--- src/rtl/rr_grant_scheduler.sv ---
// Round-robin grant scheduler: picks the first requester at or after a rotating
// pointer, then holds the grant until done or until the hold limit forces release.
module rr_grant_scheduler #(
    parameter int N        = 8,
    parameter int MAX_HOLD = 16,
    parameter int CNT_W    = 5,
    localparam int IDW     = (N > 1) ? $clog2(N) : 1
) (
    input  logic           clk_i,
    input  logic           areset_i,
    input  logic [N-1:0]   req_i,
    input  logic           done_i,
    output logic           gnt_valid_o,
    output logic [IDW-1:0] gnt_id_o,
    output logic [N-1:0]   gnt_onehot_o,
    output logic           timeout_o,
    output logic [IDW-1:0] ptr_o
);

    typedef enum logic {
        S_IDLE,
        S_GRANT
    } state_t;

    state_t           state_q;
    logic             gnt_valid_q;
    logic [IDW-1:0]   gnt_id_q;
    logic [N-1:0]     gnt_onehot_q;
    logic             timeout_q;
    logic [IDW-1:0]   ptr_q;
    logic [CNT_W-1:0] cnt_q;

    logic [IDW-1:0]   win_id_d;
    logic [N-1:0]     win_onehot_d;
    logic [IDW-1:0]   ptr_d;
    logic             hold_expired;

    // Scan from the farthest offset down so the closest request to ptr wins.
    always_comb begin
        int idx;
        win_id_d = '0;
        idx      = 0;
        for (int k = N - 1; k >= 0; k--) begin
            idx = int'(ptr_q) + k;
            if (idx >= N) idx = idx - N;
            if (req_i[idx]) win_id_d = IDW'(idx);
        end
    end

    assign win_onehot_d = N'(1) << win_id_d;
    assign ptr_d        = (gnt_id_q == IDW'(N - 1)) ? '0 : gnt_id_q + IDW'(1);
    assign hold_expired = (cnt_q == CNT_W'(MAX_HOLD - 1));

    always_ff @(posedge clk_i or posedge areset_i) begin
        if (areset_i) begin
            state_q      <= S_IDLE;
            gnt_valid_q  <= 1'b0;
            gnt_id_q     <= '0;
            gnt_onehot_q <= '0;
            timeout_q    <= 1'b0;
            ptr_q        <= '0;
            cnt_q        <= '0;
        end else begin
            timeout_q <= 1'b0;
            case (state_q)
                S_IDLE: begin
                    if (|req_i) begin
                        state_q      <= S_GRANT;
                        gnt_valid_q  <= 1'b1;
                        gnt_id_q     <= win_id_d;
                        gnt_onehot_q <= win_onehot_d;
                        cnt_q        <= '0;
                    end
                end
                S_GRANT: begin
                    // done takes precedence, so a coinciding expiry is a normal release
                    if (done_i || hold_expired) begin
                        state_q      <= S_IDLE;
                        gnt_valid_q  <= 1'b0;
                        gnt_id_q     <= '0;
                        gnt_onehot_q <= '0;
                        ptr_q        <= ptr_d;
                        cnt_q        <= '0;
                        timeout_q    <= ~done_i;
                    end else begin
                        cnt_q <= cnt_q + CNT_W'(1);
                    end
                end
                default: state_q <= S_IDLE;
            endcase
        end
    end

    assign gnt_valid_o  = gnt_valid_q;
    assign gnt_id_o     = gnt_id_q;
    assign gnt_onehot_o = gnt_onehot_q;
    assign timeout_o    = timeout_q;
    assign ptr_o        = ptr_q;

endmodule

--- config.mk ---
export PLATFORM = sky130hd
export DESIGN_NAME = rr_grant_scheduler
export DESIGN_NICKNAME = d
export VERILOG_FILES = /design/src/rtl/rr_grant_scheduler.sv
export SDC_FILE = /design/constraint.sdc
export NUM_CORES = 1
export LEC_CHECK = 0
export CAP_MARGIN = 20
export CORE_ASPECT_RATIO = 0.5
export CORE_UTILIZATION = 54
export DETAILED_ROUTE_END_ITERATION = 8
export GPL_TIMING_DRIVEN = 0
export MAX_ROUTING_LAYER = met4
export PLACE_DENSITY = 0.8
export SETUP_SLACK_MARGIN = 0.4
export SYNTH_ARGS = -nofsm -noshare
export SYNTH_HDL_FRONTEND = slang
export SYNTH_SLANG_ARGS = --single-unit
--- constraint.sdc ---
create_clock -name clk_i -period 3.5 [get_ports clk_i]
set_clock_uncertainty 0.05 [all_clocks]
set_input_delay 0.7 -clock clk_i [delete_from_list [all_inputs] [get_ports clk_i]]
set_output_delay 0.7 -clock clk_i [all_outputs]
set_load 0.03 [all_outputs]
== Word-level counts from Yosys, hierarchy flattened ==
Index checks and enable logic that the tools add are counted.
Widths: inputs -> output; s select.
Word-level totals
  word-level logic and storage cells: 109
  bits of input ports: 11
  register bits: 22
  output and inout bits: 16
Cells by class
  shift-type cells: 1
  equality and inequality tests: 4
  bitwise gates (word level): 2
  multiplexer cells: 58
  $lt $le $gt $ge: 16
  reductions and logical operators: 4
  add/sub/neg operators: 17
Operator list (number)
  $lt 32x5->1 const B: 8
  $mux 32: 8
  $sub 4x4->5 const B: 7
  $mux 3: 11
  $ge 4x4->1 const B: 7
  $bmux 1 s3: 8
  $mux 1: 22
  $add 3x3->4 const B: 4
  $mux 8: 2
  $pmux 8 s2: 1
  $mux 5: 2
  $pmux 5 s2: 1
  $add 3x2->4 const B: 2
  $reduce_or 8->1: 1
  $shl 1x3->8 const A: 1
  $pmux 3 s2: 1
  $add 5x1->5 const B: 1
  $eq 5x4->1 const B: 1
  $sub 3x4->5 const B: 1
  $add 3x1->4 const B: 1
  $ge 3x4->1 const B: 1
  $pmux 1 s2: 2
  $reduce_and 2->1: 2
  $add 3x1->3 const B: 1
  5 further kinds: 6

== Logic depth before layout (Yosys ltp) ==
  depth after elaboration: 17
  depth in mapped cells: 13
  depth with buffers taken out: 9

== Least setup slack after synthesis ==
Ideal clock, no wire load.
  kind: register to register
  start: register ptr_q[0], in the netlist ptr_o[0]
  end: register gnt_onehot_q[1], in the netlist gnt_onehot_o[1]
  period minus slack after synthesis: 3.088 ns
  setup slack: 0.412 ns
  path buffers: 4
  stages on the path, launching flop included: 14
  data arrival time: 2.916 ns
  data required time: 3.328 ns
  setup time: 0.122 ns
  cells stage by stage: dfrtp_1 buf_6 buf_8 inv_1 ha_1 clkbuf_1 mux4_2 mux2_2 a21oi_1 o211a_1 o211ai_1 and2_1 buf_2 a32o_1
On the way
  cells in the longest elaborated chain, start to end: 17
  elaborated cells on any way between the ends: 66
  classes of those cells: add/sub: 15; order compare: 8; shift: 1; mux: 42
RTL lines
  start, declared: RTL line 30  | logic [IDW-1:0] ptr_q;
  start signal, assigned: RTL line 82  | ptr_q <= ptr_d;
  $add 3x3->4: RTL line 44  | idx = int'(ptr_q) + k;
  $sub 4x4->5 / $ge 4x4->1 (equally long branches): RTL line 45  | if (idx >= N) idx = idx - N;
  $mux 32: RTL line 45
  $bmux 1 s3: RTL line 46  | if (req_i[idx]) win_id_d = IDW'(idx);
  $mux 1 (implied by the code) (2 in series): RTL line 46
  $mux 3 (7 in series): RTL line 46
  $mux 3 *: RTL line 46
  $shl 1x3->8 *: RTL line 50  | assign win_onehot_d = N'(1) << win_id_d;
  $mux 8 *: RTL line 67  | if (|req_i) begin
  $pmux 8 s2 *: RTL line 65  | case (state_q)
  end signal, assigned: RTL line 71  | gnt_onehot_q <= win_onehot_d;
  end, declared: RTL line 28  | logic [N-1:0] gnt_onehot_q;
Mark *: on every way between the ends. The rest lies on a longest branch, timed or not. The select of a mux whose other input is x is not followed.
A chain may end at the register's enable or synchronous reset.

== Worst setup path after layout ==
  start: register ptr_q[0], in the netlist ptr_o[0]
  end: register gnt_onehot_q[6], in the netlist gnt_onehot_o[6]
Same word-level chain as after synthesis.

==> impl_metrics.csv <==
group,metric,value,unit
sta,period_needed,3040,ps
synth,yosysTopAreaCell,"dfrtp_1",
min_path,hold_path_end,"gnt_onehot_o[3]",
synth,synth_mux_area_frac,0.230,
sta,maxSlewHeadroom,0.460,
worst_setup_path,r2r-start,"ptr_o[0]",
synth,synthCells,172,
synth,async_flop_share,1.00,
die,core_area,3050,µm²
placement,dp_hpwl,3140,µm
global_route,grt_pass1_vias,1484,
clock_tree,clockBufferDepth,2,
cells_and_area,final_net_count,230,
min_path,hp-start,"gnt_onehot_o[3]",
placement,gp_congestion,0.855,
worst_setup_path,cp_max_fo,10,
die,io_pins,27,
sta,finalSetupViolations,0,
worst_setup_path,cp_data_arrival_time,3160,ps
worst_setup_path,criticalPathCategory,"reg -> reg",
worst_setup_path,cp-end-kind,"flip-flop",
synth,synthTopCellsByCount,"dfrtp_1 (22), nand2_1 (19), o21ai_0 (13)",
clock_tree,hold_buffers,0,
outcome,outcome,"complete, no violations",
worst_setup_path,r2r_setup_slack,460,ps
die,start_util,0.576,
clock_tree,cts_tree,"done",
sta,max_freq,329,MHz
synth,synth.cell_area,1750,µm²
sta,final-hold-violation-count,0,
worst_setup_path,crit_chain,"buf_6 > buf_8 > inv_1 > ha_1 > buf_4 > mux4_2 > mux2_2 > nand3b_1 > a2111oi_4 > a211o_1 > or2_4 > o31ai_4",
clock_tree,clk_latency,260,ps
synth,synth_top_flop_cell,"dfrtp_1",
sta,whs,444,ps
synth,yosysMostFrequentCell,"dfrtp_1",
power,power_density,963,nW/µm²
cells_and_area,antennaDiodeCount,0,
global_route,grt_max_degree,23,
synth,synth_cell_types,51,
cells_and_area,fin_area,2330,µm²
synth,synth_top_area_share,0.314,
synth,synthSimpleGateAreaFrac,0.137,
synth,synth_top_family_by_area,"multiplexers",
detailed_routing,drt-pass1-iter-count,4,
synth,yosys_warnings,0,
cells_and_area,areaGrowthSynthToFinish,33.0,%
sta,rsz0062_at_grt,"false",
synth,synth_fp_nets,189,
cells_and_area,drive_gt1_frac,0.264,
die,chipHeight,42.3,µm
synth,synth_edf_count,0,
worst_setup_path,cpPeakStageDelay,380,ps
min_path,holdCritPathClass,"reg -> reg",
min_path,whs_path_depth,2,
global_route,antenna_found_initial,0,
worst_setup_path,crit_slowest_cell,"mux4_2",
synth,ys_top_cells_by_area,"dfrtp_1 (31%), mux4_2 (9.0%), mux4_1 (6.0%)",
worst_setup_path,reg2reg_to,"gnt_onehot_o[6]",
detailed_routing,num_vias,1608,
sta,finalCritPeriodShare,0.868,
detailed_routing,viasPerCell,6.38,
detailed_routing,antenna_left,0,
placement,portBuffers,26,
clock_tree,cts-root-buf,"clkbuf_8",
cells_and_area,fill_cells,198,
power,p_leak,1.02,nW
detailed_routing,routedWlPerCell,17.9,µm
sta,tightest_slew,807,ps
detailed_routing,drc,0,
synth,ys_ff_latch,22,
detailed_routing,wl,4510,µm
sta,finalMaxSlewViolations,0,
synth,synth_xor_area_frac,0.0250,
placement,dpl_cell_area,2060,µm²
clock_tree,h-tree-depth,1,
global_route,grt_first_pass_wirelength,6900,µm
die,die_x,82.6,µm
worst_setup_path,worstPathRequired,3620,ps
global_route,grt_overflow_total,0,
die,row_count,14,
clock_tree,clkTransAtPathRegs,80,ps
die,die_area,3490,µm²
synth,ys_seq_area_frac,0.314,
synth,synth_compound_area_frac,0.197,
worst_setup_path,start_kind,"flip-flop",
worst_setup_path,ff2ff_path_depth,12,
synth,synth_area_per_cell,10.2,µm²
detailed_routing,initialDrtViolationCount,84,
power,peakVddDrop,0.465,mV
global_route,grt_usage,0.275,
clock_tree,cts_made_buffers,3,
run,cap_violations,0,
synth,synthAdderAreaFrac,0.0428,
clock_tree,cts_sinks,22,
## where the power goes
group	switching [W]	internal [W]
sequential	0.0000444	0.000316
clock	0.0000833	0.000153
combinational	0.000921	0.000729
## worst max path at each step
| stage | startpoint | end | slack (ps) | depth (start not counted) |
|---|---|---|---|---|
| 4_1_cts | ptr_o[1] | gnt_onehot_o[6] | 410 | 11 |
| 3_3_place_gp | req_i[6] | gnt_onehot_o[1] | 100 | 9 |
| 5_1_grt | ptr_o[1] | gnt_onehot_o[6] | 370 | 8 |
| 6_report | ptr_o[0] | gnt_onehot_o[6] | 460 | 12 |
| 3_5_place_dp | req_i[6] | gnt_onehot_o[7] | -5 | 7 |
| 2_1_floorplan | ptr_o[0] | gnt_onehot_o[1] | 410 | 13 |
## flip-flops by register name (all words and copies together), names as in the netlist
name          cells
cnt_q             5
gnt_id_o          3
timeout_o         1
state_q           1
gnt_valid_o       1
ptr_o             3
gnt_onehot_o      8
## worst max-delay path: cells and delay by family, from the launching register on
kind	cells	cell delay, ps
buffers and inverters	4	500
adder cells (fa/ha/maj)	1	290
flip-flops	1	370
multiplexers	2	670
AND/OR/NAND/NOR	2	400
AO/OA/AOI/OAI	3	650
## through the flow
| stage | setup WS (ps) | TNS, ps | std cells | utilization | total power, W |
|---|---|---|---|---|---|
| 6_report | 463 | 0 | 252 | 0.766 | 0.00225 |
| 5_1_grt | 367 | 0 | 252 | 0.766 | 0.00236 |
| 4_1_cts | 406 | 0 | 243 | 0.712 | 0.00201 |
| 3_5_place_dp | -5.10 | -5.10 | 238 | 0.677 | 0.00171 |
| 3_3_place_gp | 103 | 0 | 238 | 0.677 | 0.00168 |
| 2_1_floorplan | 412 | 0 | 172 | - | 0.00137 |
## cell usage in the layout (no fill, tap or decap), types with 3 or more instances in the layout
master	n
buf_4	13
a32o_1	4
inv_1	7
mux4_2	10
o21a_1	3
clkbuf_8	3
nand3_1	3
nor2_1	8
nand2_1	19
ha_1	6
clkdlybuf4s50_1	18
mux2_2	6
a21oi_1	6
dlymetal6s2s_1	8
o21ai_0	13
dfrtp_1	22
## layer usage
layer	up-vias	track usage	part of all wire
met1	803	0.360	0.43
met2	59	0.450	0.50
met4	0	0.0828	0.015
met5	-	-	0
met3	11	0.0391	0.059
li1	735	-	-
## cells by family (layout without fill, tap and decap cells)
logic type / after synthesis / in the layout
compound gates: 50 / 50
simple gates: 49 / 49
buf+inv: 17 / 57
xor+xnor: 5 / 5
fa+ha+maj: 6 / 6
flops: 22 / 22
mux: 23 / 23
## layout make-up
| type | instances | area (µm²) | share of cell area |
|---|---|---|---|
| repair buffers | 36 | 355 | 0.152 |
| inverters | 8 | 33.8 | 0.0145 |
| flip-flops and latches | 22 | 551 | 0.236 |
| plain buffers | 9 | 72.6 | 0.0311 |
| clock inverters | 1 | 30.0 | 0.0129 |
| multi-input cells | 133 | 1200 | 0.514 |
| well taps | 40 | 50.0 | 0.0214 |
| clock buffers | 3 | 41.3 | 0.0177 |
## timing repair
action,CTS,global route
gates resized for setup,10,26
pin swaps,2,6
endpoints found under the setup margin,11,10
setup buffers,1,9
cloned,0,0
Power figures use the tool's default switching activity.
